File: src/rtl/demux_dispatch_scheduler_if.sv
// Bus bundle between the serial producer, the dispatch scheduler and the
// 1x4 demux it sequences. Also carries FSM/pointer visibility signals.
//
// Handshake: an item moves from producer to scheduler on a rising clock edge
// where req_valid and req_ready are both high. req_valid/req_data must stay
// stable until that edge. req_ready never depends on req_valid.
// req_data is sampled only on the transferring edge.
interface demux_dispatch_scheduler_if #(
  parameter int COUNT_WIDTH = 8
);
  logic                   req_valid;
  logic                   req_data;
  logic                   req_ready;
  logic [3:0]             dest_mask;
  logic [3:0]             dest_ready;
  logic                   demux_in;
  logic [1:0]             demux_select;
  logic                   demux_enable;
  logic                   busy;
  logic [1:0]             last_channel;
  logic [COUNT_WIDTH-1:0] dispatch_count;
  logic                   dbg_state;   // 0 = IDLE, 1 = DRIVE
  logic [1:0]             dbg_ptr;     // round-robin pointer

  // Scheduler side
  modport slave (
    input  req_valid, req_data, dest_mask, dest_ready,
    output req_ready, demux_in, demux_select, demux_enable, busy,
           last_channel, dispatch_count, dbg_state, dbg_ptr
  );

  // Producer / environment side
  modport master (
    output req_valid, req_data, dest_mask, dest_ready,
    input  req_ready, demux_in, demux_select, demux_enable, busy,
           last_channel, dispatch_count, dbg_state, dbg_ptr
  );
endinterface

File: src/rtl/demux_dispatch_scheduler.sv
// Round-robin dispatcher driving a 1-to-4 demux. Accepts one bit per
// handshake, picks the first eligible channel starting at the pointer,
// holds the demux enabled for HOLD_CYCLES cycles, then advances the pointer.
module demux_dispatch_scheduler #(
  parameter int HOLD_CYCLES = 1,
  parameter int COUNT_WIDTH = 8
) (
  input  logic                    clock,
  input  logic                    reset,
  demux_dispatch_scheduler_if.slave bus
);

  typedef enum logic {
    IDLE  = 1'b0,
    DRIVE = 1'b1
  } state_t;

  localparam logic [3:0] HOLD_LOAD = 4'(HOLD_CYCLES - 1);

  state_t                 state_q;
  state_t                 state_d;
  logic [1:0]             ptr_q;
  logic [3:0]             hold_q;
  logic                   din_q;
  logic [1:0]             sel_q;
  logic                   en_q;
  logic                   busy_q;
  logic [1:0]             last_q;
  logic [COUNT_WIDTH-1:0] count_q;

  logic [3:0]             elig;
  logic [1:0]             pick;
  logic [1:0]             idx;
  logic                   found;
  logic                   ready_c;
  logic                   accept;
  logic                   finish;

  // Eligible channels: enabled by mask and consumer ready right now
  always_comb begin
    elig = bus.dest_mask & bus.dest_ready;
  end

  // Round-robin pick: first eligible channel scanning ptr, ptr+1, ... (mod 4)
  always_comb begin
    pick  = ptr_q;
    idx   = ptr_q;
    found = 1'b0;
    for (int i = 0; i < 4; i++) begin
      idx = ptr_q + 2'(i);
      if (!found && elig[idx]) begin
        pick  = idx;
        found = 1'b1;
      end
    end
  end

  // Ready only in IDLE with something eligible, and never while in reset
  always_comb begin
    ready_c = (state_q == IDLE) && (elig != 4'b0000) && !reset;
  end

  // FSM next-state and transfer/finish strobes
  always_comb begin
    state_d = state_q;
    accept  = 1'b0;
    finish  = 1'b0;
    case (state_q)
      IDLE: begin
        if (bus.req_valid && ready_c) begin
          accept  = 1'b1;
          state_d = DRIVE;
        end
      end
      DRIVE: begin
        if (hold_q == 4'd0) begin
          finish  = 1'b1;
          state_d = IDLE;
        end
      end
      default: state_d = IDLE;
    endcase
  end

  // FSM state register
  always_ff @(posedge clock) begin
    if (reset) begin
      state_q <= IDLE;
    end else begin
      state_q <= state_d;
    end
  end

  // Datapath: latch item/channel on accept, count down the hold window,
  // retire the dispatch (pointer, last channel, counter) when it ends
  always_ff @(posedge clock) begin
    if (reset) begin
      ptr_q   <= 2'd0;
      hold_q  <= 4'd0;
      din_q   <= 1'b0;
      sel_q   <= 2'd0;
      en_q    <= 1'b0;
      busy_q  <= 1'b0;
      last_q  <= 2'd0;
      count_q <= '0;
    end else if (accept) begin
      din_q  <= bus.req_data;
      sel_q  <= pick;
      hold_q <= HOLD_LOAD;
      en_q   <= 1'b1;
      busy_q <= 1'b1;
    end else if (finish) begin
      en_q    <= 1'b0;
      busy_q  <= 1'b0;
      ptr_q   <= sel_q + 2'd1;
      last_q  <= sel_q;
      count_q <= count_q + COUNT_WIDTH'(1);
    end else if (state_q == DRIVE) begin
      hold_q <= hold_q - 4'd1;
    end
  end

  // Output mapping; select and data hold their values through IDLE
  always_comb begin
    bus.req_ready      = ready_c;
    bus.demux_in       = din_q;
    bus.demux_select   = sel_q;
    bus.demux_enable   = en_q;
    bus.busy           = busy_q;
    bus.last_channel   = last_q;
    bus.dispatch_count = count_q;
    bus.dbg_state      = (state_q == DRIVE);
    bus.dbg_ptr        = ptr_q;
  end

endmodule

File: src/flat_wrapper.sv
// flat-port wrapper written by rule: the top's interface ports become plain ports
module demux_dispatch_scheduler_flat 
#(
  parameter int HOLD_CYCLES = 1,
  parameter int COUNT_WIDTH = 8
)
  (clock, reset, bus_req_valid, bus_req_data, bus_dest_mask, bus_dest_ready, bus_req_ready, bus_demux_in, bus_demux_select, bus_demux_enable, bus_busy, bus_last_channel, bus_dispatch_count, bus_dbg_state, bus_dbg_ptr);
  demux_dispatch_scheduler_if #(.COUNT_WIDTH(COUNT_WIDTH)) bus_i ();
  input  logic clock;
  input  logic reset;
  input wire logic [$bits(bus_i.req_valid)-1:0] bus_req_valid;
  input wire logic [$bits(bus_i.req_data)-1:0] bus_req_data;
  input wire logic [$bits(bus_i.dest_mask)-1:0] bus_dest_mask;
  input wire logic [$bits(bus_i.dest_ready)-1:0] bus_dest_ready;
  output wire logic [$bits(bus_i.req_ready)-1:0] bus_req_ready;
  output wire logic [$bits(bus_i.demux_in)-1:0] bus_demux_in;
  output wire logic [$bits(bus_i.demux_select)-1:0] bus_demux_select;
  output wire logic [$bits(bus_i.demux_enable)-1:0] bus_demux_enable;
  output wire logic [$bits(bus_i.busy)-1:0] bus_busy;
  output wire logic [$bits(bus_i.last_channel)-1:0] bus_last_channel;
  output wire logic [$bits(bus_i.dispatch_count)-1:0] bus_dispatch_count;
  output wire logic [$bits(bus_i.dbg_state)-1:0] bus_dbg_state;
  output wire logic [$bits(bus_i.dbg_ptr)-1:0] bus_dbg_ptr;
  assign bus_i.req_valid = bus_req_valid;
  assign bus_i.req_data = bus_req_data;
  assign bus_i.dest_mask = bus_dest_mask;
  assign bus_i.dest_ready = bus_dest_ready;
  assign bus_req_ready = bus_i.req_ready;
  assign bus_demux_in = bus_i.demux_in;
  assign bus_demux_select = bus_i.demux_select;
  assign bus_demux_enable = bus_i.demux_enable;
  assign bus_busy = bus_i.busy;
  assign bus_last_channel = bus_i.last_channel;
  assign bus_dispatch_count = bus_i.dispatch_count;
  assign bus_dbg_state = bus_i.dbg_state;
  assign bus_dbg_ptr = bus_i.dbg_ptr;
  demux_dispatch_scheduler #(.HOLD_CYCLES(HOLD_CYCLES), .COUNT_WIDTH(COUNT_WIDTH)) u_core (.clock(clock), .reset(reset), .bus(bus_i));
endmodule
File: config.mk
export PLATFORM = sky130hd
export DESIGN_NAME = demux_dispatch_scheduler_flat
export DESIGN_NICKNAME = d
export VERILOG_FILES = /design/src/rtl/demux_dispatch_scheduler_if.sv /design/src/rtl/demux_dispatch_scheduler.sv /design/src/flat_wrapper.sv
export SDC_FILE = /design/constraint.sdc
export NUM_CORES = 1
export LEC_CHECK = 0
export CAP_MARGIN = 20
export CORE_MARGIN = 2
export CORE_UTILIZATION = 40
export DETAILED_ROUTE_END_ITERATION = 7
export PLACE_DENSITY = 0.71
export SLEW_MARGIN = 25
export SYNTH_ARGS = -nofsm -noshare
export SYNTH_HDL_FRONTEND = slang
export SYNTH_SLANG_ARGS = --single-unit
File: constraint.sdc
create_clock -name clock -period 1.5 [get_ports clock]
set_input_delay 0.45 -clock clock [delete_from_list [all_inputs] [get_ports clock]]
set_output_delay 0.45 -clock clock [all_outputs]
set_load 0.1 [all_outputs]
; ---- After elaboration in Yosys (flattened, before gate mapping)
; Index checks and enable logic that the tools add are counted.
[op_classes]
n_addsub = 6
bitwise_logic = 4
muxes = 22
reduce_logical = 16
magnitude_cmp = 4
[ops]
columns = cell, count
row1 = two-way mux 1 bit, 14
row2 = "< comparator 2 x 3 -> 1 bit, second input constant", 4
row3 = "adder 8 x 1 -> 8 bit, second input constant", 1
row4 = binary-select mux 1 bit (select 2 bit), 4
row5 = logical AND 1 bit, 6
row6 = two-way mux 2 bit, 3
row7 = "adder 2 x 1 -> 2 bit, second input constant", 2
row8 = "adder 2 bit, second input constant", 2
row9 = bitwise AND 4 bit, 1
row10 = logical NOT 1 bit, 4
row11 = logical NOT 4 bit, 1
row12 = AND reduction 2 bit, 2
row13 = nonzero test 4 bit, 1
row14 = "subtractor 4 x 1 -> 4 bit, second input constant", 1
row15 = inverter 1 bit, 3
row16 = one-hot mux 1 bit (2 select lines), 1
row17 = nonzero test 2 bit, 1
row18 = OR reduction 2 bit, 1
[totals]
output_inout_bits = 19
input_bits = 12
elab_cells = 60
register_bits = 21

; ---- Logic depth before layout (Yosys ltp)
; Gate-level depths: netlist (run 1).
[logic_depth]
depth_word = 13
depth_mapped = 7

; ---- Worst setup path before layout (run 1)
; Ideal clock, no wire load.
[synth_path]
kind = register to output
startpoint = register u_core.state_q (netlist: u_core.bus.dbg_state)
endpoint = output port bus_req_ready
n_path_buf = 0
path_stages_with_launch = 3
arrival_ps = 1689
path_slack_ps = -639
cell_sequence = dfxtp_1 -> inv_1 -> and3_1
[synth_via]
elab_chain_len = 3
[synth_rtl]
columns = item, line_no
row1 = "start, declared", demux_dispatch_scheduler.sv:20  ; state_t state_q;
row2 = "start signal, assigned", demux_dispatch_scheduler.sv:90  ; state_q <= state_d;
row3 = inverter 1 bit, demux_dispatch_scheduler.sv:60  ; ready_c = (state_q == IDLE) && (elig != 4'b0000) && !reset;
row4 = logical AND 1 bit (2 in a row), demux_dispatch_scheduler.sv:60
row5 = "end, declared", flat_wrapper.sv:15  ; output wire logic [$bits(bus_i.req_ready)-1:0] bus_req_ready;
; No other way between the ends.

; ---- Worst setup path after layout (run 1)
[layout_path]
startpoint = input port bus_dest_mask[1]
endpoint = output port bus_req_ready
[layout_via]
elab_chain_len = 4
[layout_rtl]
columns = item, line_no
row1 = "start, declared", flat_wrapper.sv:13  ; input wire logic [$bits(bus_i.dest_mask)-1:0] bus_dest_mask;
row2 = bitwise AND 4 bit, demux_dispatch_scheduler.sv:41  ; elig = bus.dest_mask & bus.dest_ready;
row3 = nonzero test 4 bit, demux_dispatch_scheduler.sv:60
row4 = logical AND 1 bit (2 in a row), demux_dispatch_scheduler.sv:60
; No other way between the ends.

==> flow_metrics.env, run 1 <==
export IMPL_cp_start_kind="primary input"
export IMPL_violations="negative setup slack"
export IMPL_cp_required_ns=1.05
export IMPL_fill_cells=158
export IMPL_rows=18
export IMPL_start_util_pct=41.2
export IMPL_die_y_um=53.8
export IMPL_reg2regPathDepth=3
export IMPL_relSlewSlack_pct=82.2
export IMPL_fp_dieW_um=53.8
export IMPL_cts_tree="yes"
export IMPL_hold_depth=3
export IMPL_ys_seq_area_share_pct=42.4
export IMPL_dp_cells=177
export IMPL_cts_buffers=3
export IMPL_viasPerCell=5.21
export IMPL_ant_nets=0
export IMPL_grt_overflow_total=0
export IMPL_r2r_start="u_core.bus.dbg_state"
export IMPL_synth_yosys_warnings=0
export IMPL_ctsHoldBuffers=0
export IMPL_nNetsFinal=180
export IMPL_antenna_found_initial=0
export IMPL_drv_slew=0
export IMPL_htreeDepth=1
export IMPL_core_area_um2=2410
export IMPL_multi_input_area_um2=579
export IMPL_period_share_pct=107
export IMPL_final_cells=195
export IMPL_clk_pin_slew_worst_paths_ns=0.12
export IMPL_vdd_drop_max_v=0.000810
export IMPL_rrSetupSlack_ns=0.08
export IMPL_arrival_ns=1.16
export IMPL_die_area_um2=2890
export IMPL_ys_flop_type="dfxtp_1"
export IMPL_numClockSinks=21
export IMPL_drtIter0Drc=28
export IMPL_postSynthAreaPerCell_um2=9.02
export IMPL_clk_latency_ns=0.30
export IMPL_synthArstFlopShare_pct=0
export IMPL_setup_slack_ns=-0.107
export IMPL_grt_pass1_wl_um=4370
export IMPL_io_pin_count=31
export IMPL_netlist_area_um2=992
export IMPL_hp_start="reset"
export IMPL_gp_congestion=0.769
export IMPL_total_power_mw=1.33
export IMPL_drc=0
export IMPL_synth_seq_cells=21
export IMPL_setup_viol=1
export IMPL_synth_edf_count=0
export IMPL_vias=1016
export IMPL_dr_pass1_iters=3
export IMPL_yosysTopAreaCell="dfxtp_1"
export IMPL_final_hold_viol_count=0
export IMPL_seq_area_um2=437
export IMPL_cts_max_path_buffers=2
export IMPL_n_antenna_cell=0
export IMPL_most_common_layout_cells="buf_4, buf_12, nor2_1, dfxtp_2, dfxtp_1"
export IMPL_routed_wl_um=2850
export IMPL_outcome="finished with violations"
export IMPL_endpoint_kind="primary output"
export IMPL_syn_to_final_growth_pct=80.1
export IMPL_synth_cells=110
export IMPL_synth_cell_types=35
export IMPL_wire_per_inst_um=14.6
export IMPL_min_period_ns=1.61
export IMPL_grt_max_degree=15
export IMPL_port_buffers=30
export IMPL_max_freq_mhz=622
export IMPL_rsz0062_at_grt="true"
export IMPL_min_to="u_core.bus.last_channel[1]"
export IMPL_cts_root_buf="clkbuf_4"
export IMPL_grtUsageTotal_pct=20.7
export IMPL_hold_path_class="primary input to flop"
export IMPL_dp_hpwl_um=1890
export IMPL_yosys_top_cells_area="dfxtp_1, nor2_1, xor2_1, mux2i_1, nand2_1"
export IMPL_drv_cap=0
export IMPL_whs_ns=0.532
export IMPL_mostFrequentLayoutCell="buf_4"
export IMPL_crit_fanout=2
export IMPL_crit_type="primary input to primary output"
export IMPL_grt_pass1_vias=952
export IMPL_r2r_end="u_core.bus.demux_select[0]"
export IMPL_power_leakage_nw=0.729
export IMPL_powerDensity_nw_per_um2=744
export IMPL_worst_pin_slew_ns=0.267
export IMPL_skew_ns=0.00355
export IMPL_syn_nets=124
export IMPL_yosys_area_top_type_share_pct=42.4
export IMPL_final_layout_size_suffix_gt1_share_pct=48.5
[routing by layer]
| layer | global-route usage [%] | wire length, µm | vias up |
|---|---|---|---|
| met5 | 0 | 0 | - |
| met4 | 8.97 | 59 | 0 |
| met3 | 3.61 | 64 | 8 |
| met2 | 36.4 | 1570 | 21 |
| met1 | 24.3 | 1150 | 492 |
| li1 | - | - | 495 |
[worst max-delay path, stage by stage]
cell and delay, ns:
buf_6 0.10, nand2_4 0.06, nand4_1 0.17, and3_4 0.22
buf_12 0.16
[state kept, by name, indices dropped and copies added, names as in the netlist]
name,count
u_core.bus.demux_in,1
u_core.bus.last_channel,2
u_core.bus.dbg_state,1
u_core.hold_q,4
u_core.bus.demux_select,2
u_core.bus.demux_enable,1
u_core.bus.dispatch_count,8
u_core.bus.dbg_ptr,2
[metrics by stage]
stage / setup WS, ns / utilization (%) / instance area, µm² / TNS (ns)
finish: -0.107 / 74.1 / 1790 / -0.107
global route: -0.140 / 74.1 / 1790 / -0.140
CTS: -0.0677 / 69.7 / 1680 / -0.0677
detailed placement: -0.498 / 66.1 / 1590 / -3.49
global placement: -0.458 / 66.1 / 1590 / -3.01
floorplan: -0.140 / - / 1010 / -0.191
[power breakdown]
group | leakage (nW) | switching, mW | internal, mW
registers | 0.176 | 0.0341 | 0.576
logic | 0.535 | 0.247 | 0.196
clock network | 0.0177 | 0.175 | 0.0995
[layout make-up]
cell class	instances	share of cell area [%]
flip-flops and latches	21	24.4
well taps	30	2.10
repair buffers	54	38.1
clock inverters	1	0.280
inverters	6	1.40
multi-input cells	80	32.4
clock buffers	3	1.26
[kinds of logic (layout without fill, tap and decap cells)]
family / Yosys count / after routing / synth area share (%)
AO/OA/AOI/OAI: 18 / 18 / 13.6
AND/OR/NAND/NOR: 44 / 45 / 22.6
adder cells (fa/ha/maj): 2 / 2 / 2.52
XOR/XNOR: 10 / 10 / 8.83
flip-flops: 21 / 21 / 42.4
buffers and inverters: 10 / 64 / 5.04
multiplexers: 5 / 5 / 5.04
[what timing repair did]
item                                    4_1_cts  5_1_grt
cloned                                        0        1
resized for setup                            39       13
endpoints found under the setup margin       10        8
setup buffers                                11        3
pin swaps                                     6        8
[synth_stat cells (all sizes together) (4+ instances only)]
| cell type | count |
|---|---|
| nor2 | 17 |
| o21ai | 4 |
| nand3 | 4 |
| inv | 6 |
| a21oi | 4 |
| xor2 | 7 |
| nand2 | 7 |
| dfxtp | 21 |
| mux2i | 5 |
[how the worst max path moves through the flow]
stage                         start                    endpoint  cells after the start
2_1_floorplan      bus_dest_mask[2]               bus_req_ready                      3
3_3_place_gp                  reset  u_core.bus.demux_select[0]                      4
3_5_place_dp       bus_dest_mask[1]               bus_req_ready                      5
4_1_cts        u_core.bus.dbg_state               bus_req_ready                      3
5_1_grt            bus_dest_mask[1]               bus_req_ready                      5
6_report           bus_dest_mask[1]               bus_req_ready                      5
Note: power is estimated with default switching activity, not from simulation.
==> run 2: changes to the inputs <==
--- a/config.mk
+++ b/config.mk
@@ -10,7 +10,6 @@
 export CORE_UTILIZATION = 40
 export DETAILED_ROUTE_END_ITERATION = 7
 export PLACE_DENSITY = 0.71
-export SLEW_MARGIN = 25
 export SYNTH_ARGS = -nofsm -noshare
 export SYNTH_HDL_FRONTEND = slang
 export SYNTH_SLANG_ARGS = --single-unit
==> results of run 2 <==
Final layout, timing and power as in run 1 (identical DEF).
==> run 3: changes to the inputs <==
--- a/config.mk
+++ b/config.mk
@@ -9,6 +9,7 @@
 export CORE_MARGIN = 2
 export CORE_UTILIZATION = 40
 export DETAILED_ROUTE_END_ITERATION = 7
+export GPL_ROUTABILITY_DRIVEN = 0
 export PLACE_DENSITY = 0.71
 export SYNTH_ARGS = -nofsm -noshare
 export SYNTH_HDL_FRONTEND = slang
==> results of run 3 <==
Final layout, timing and power as in run 1 (identical DEF).
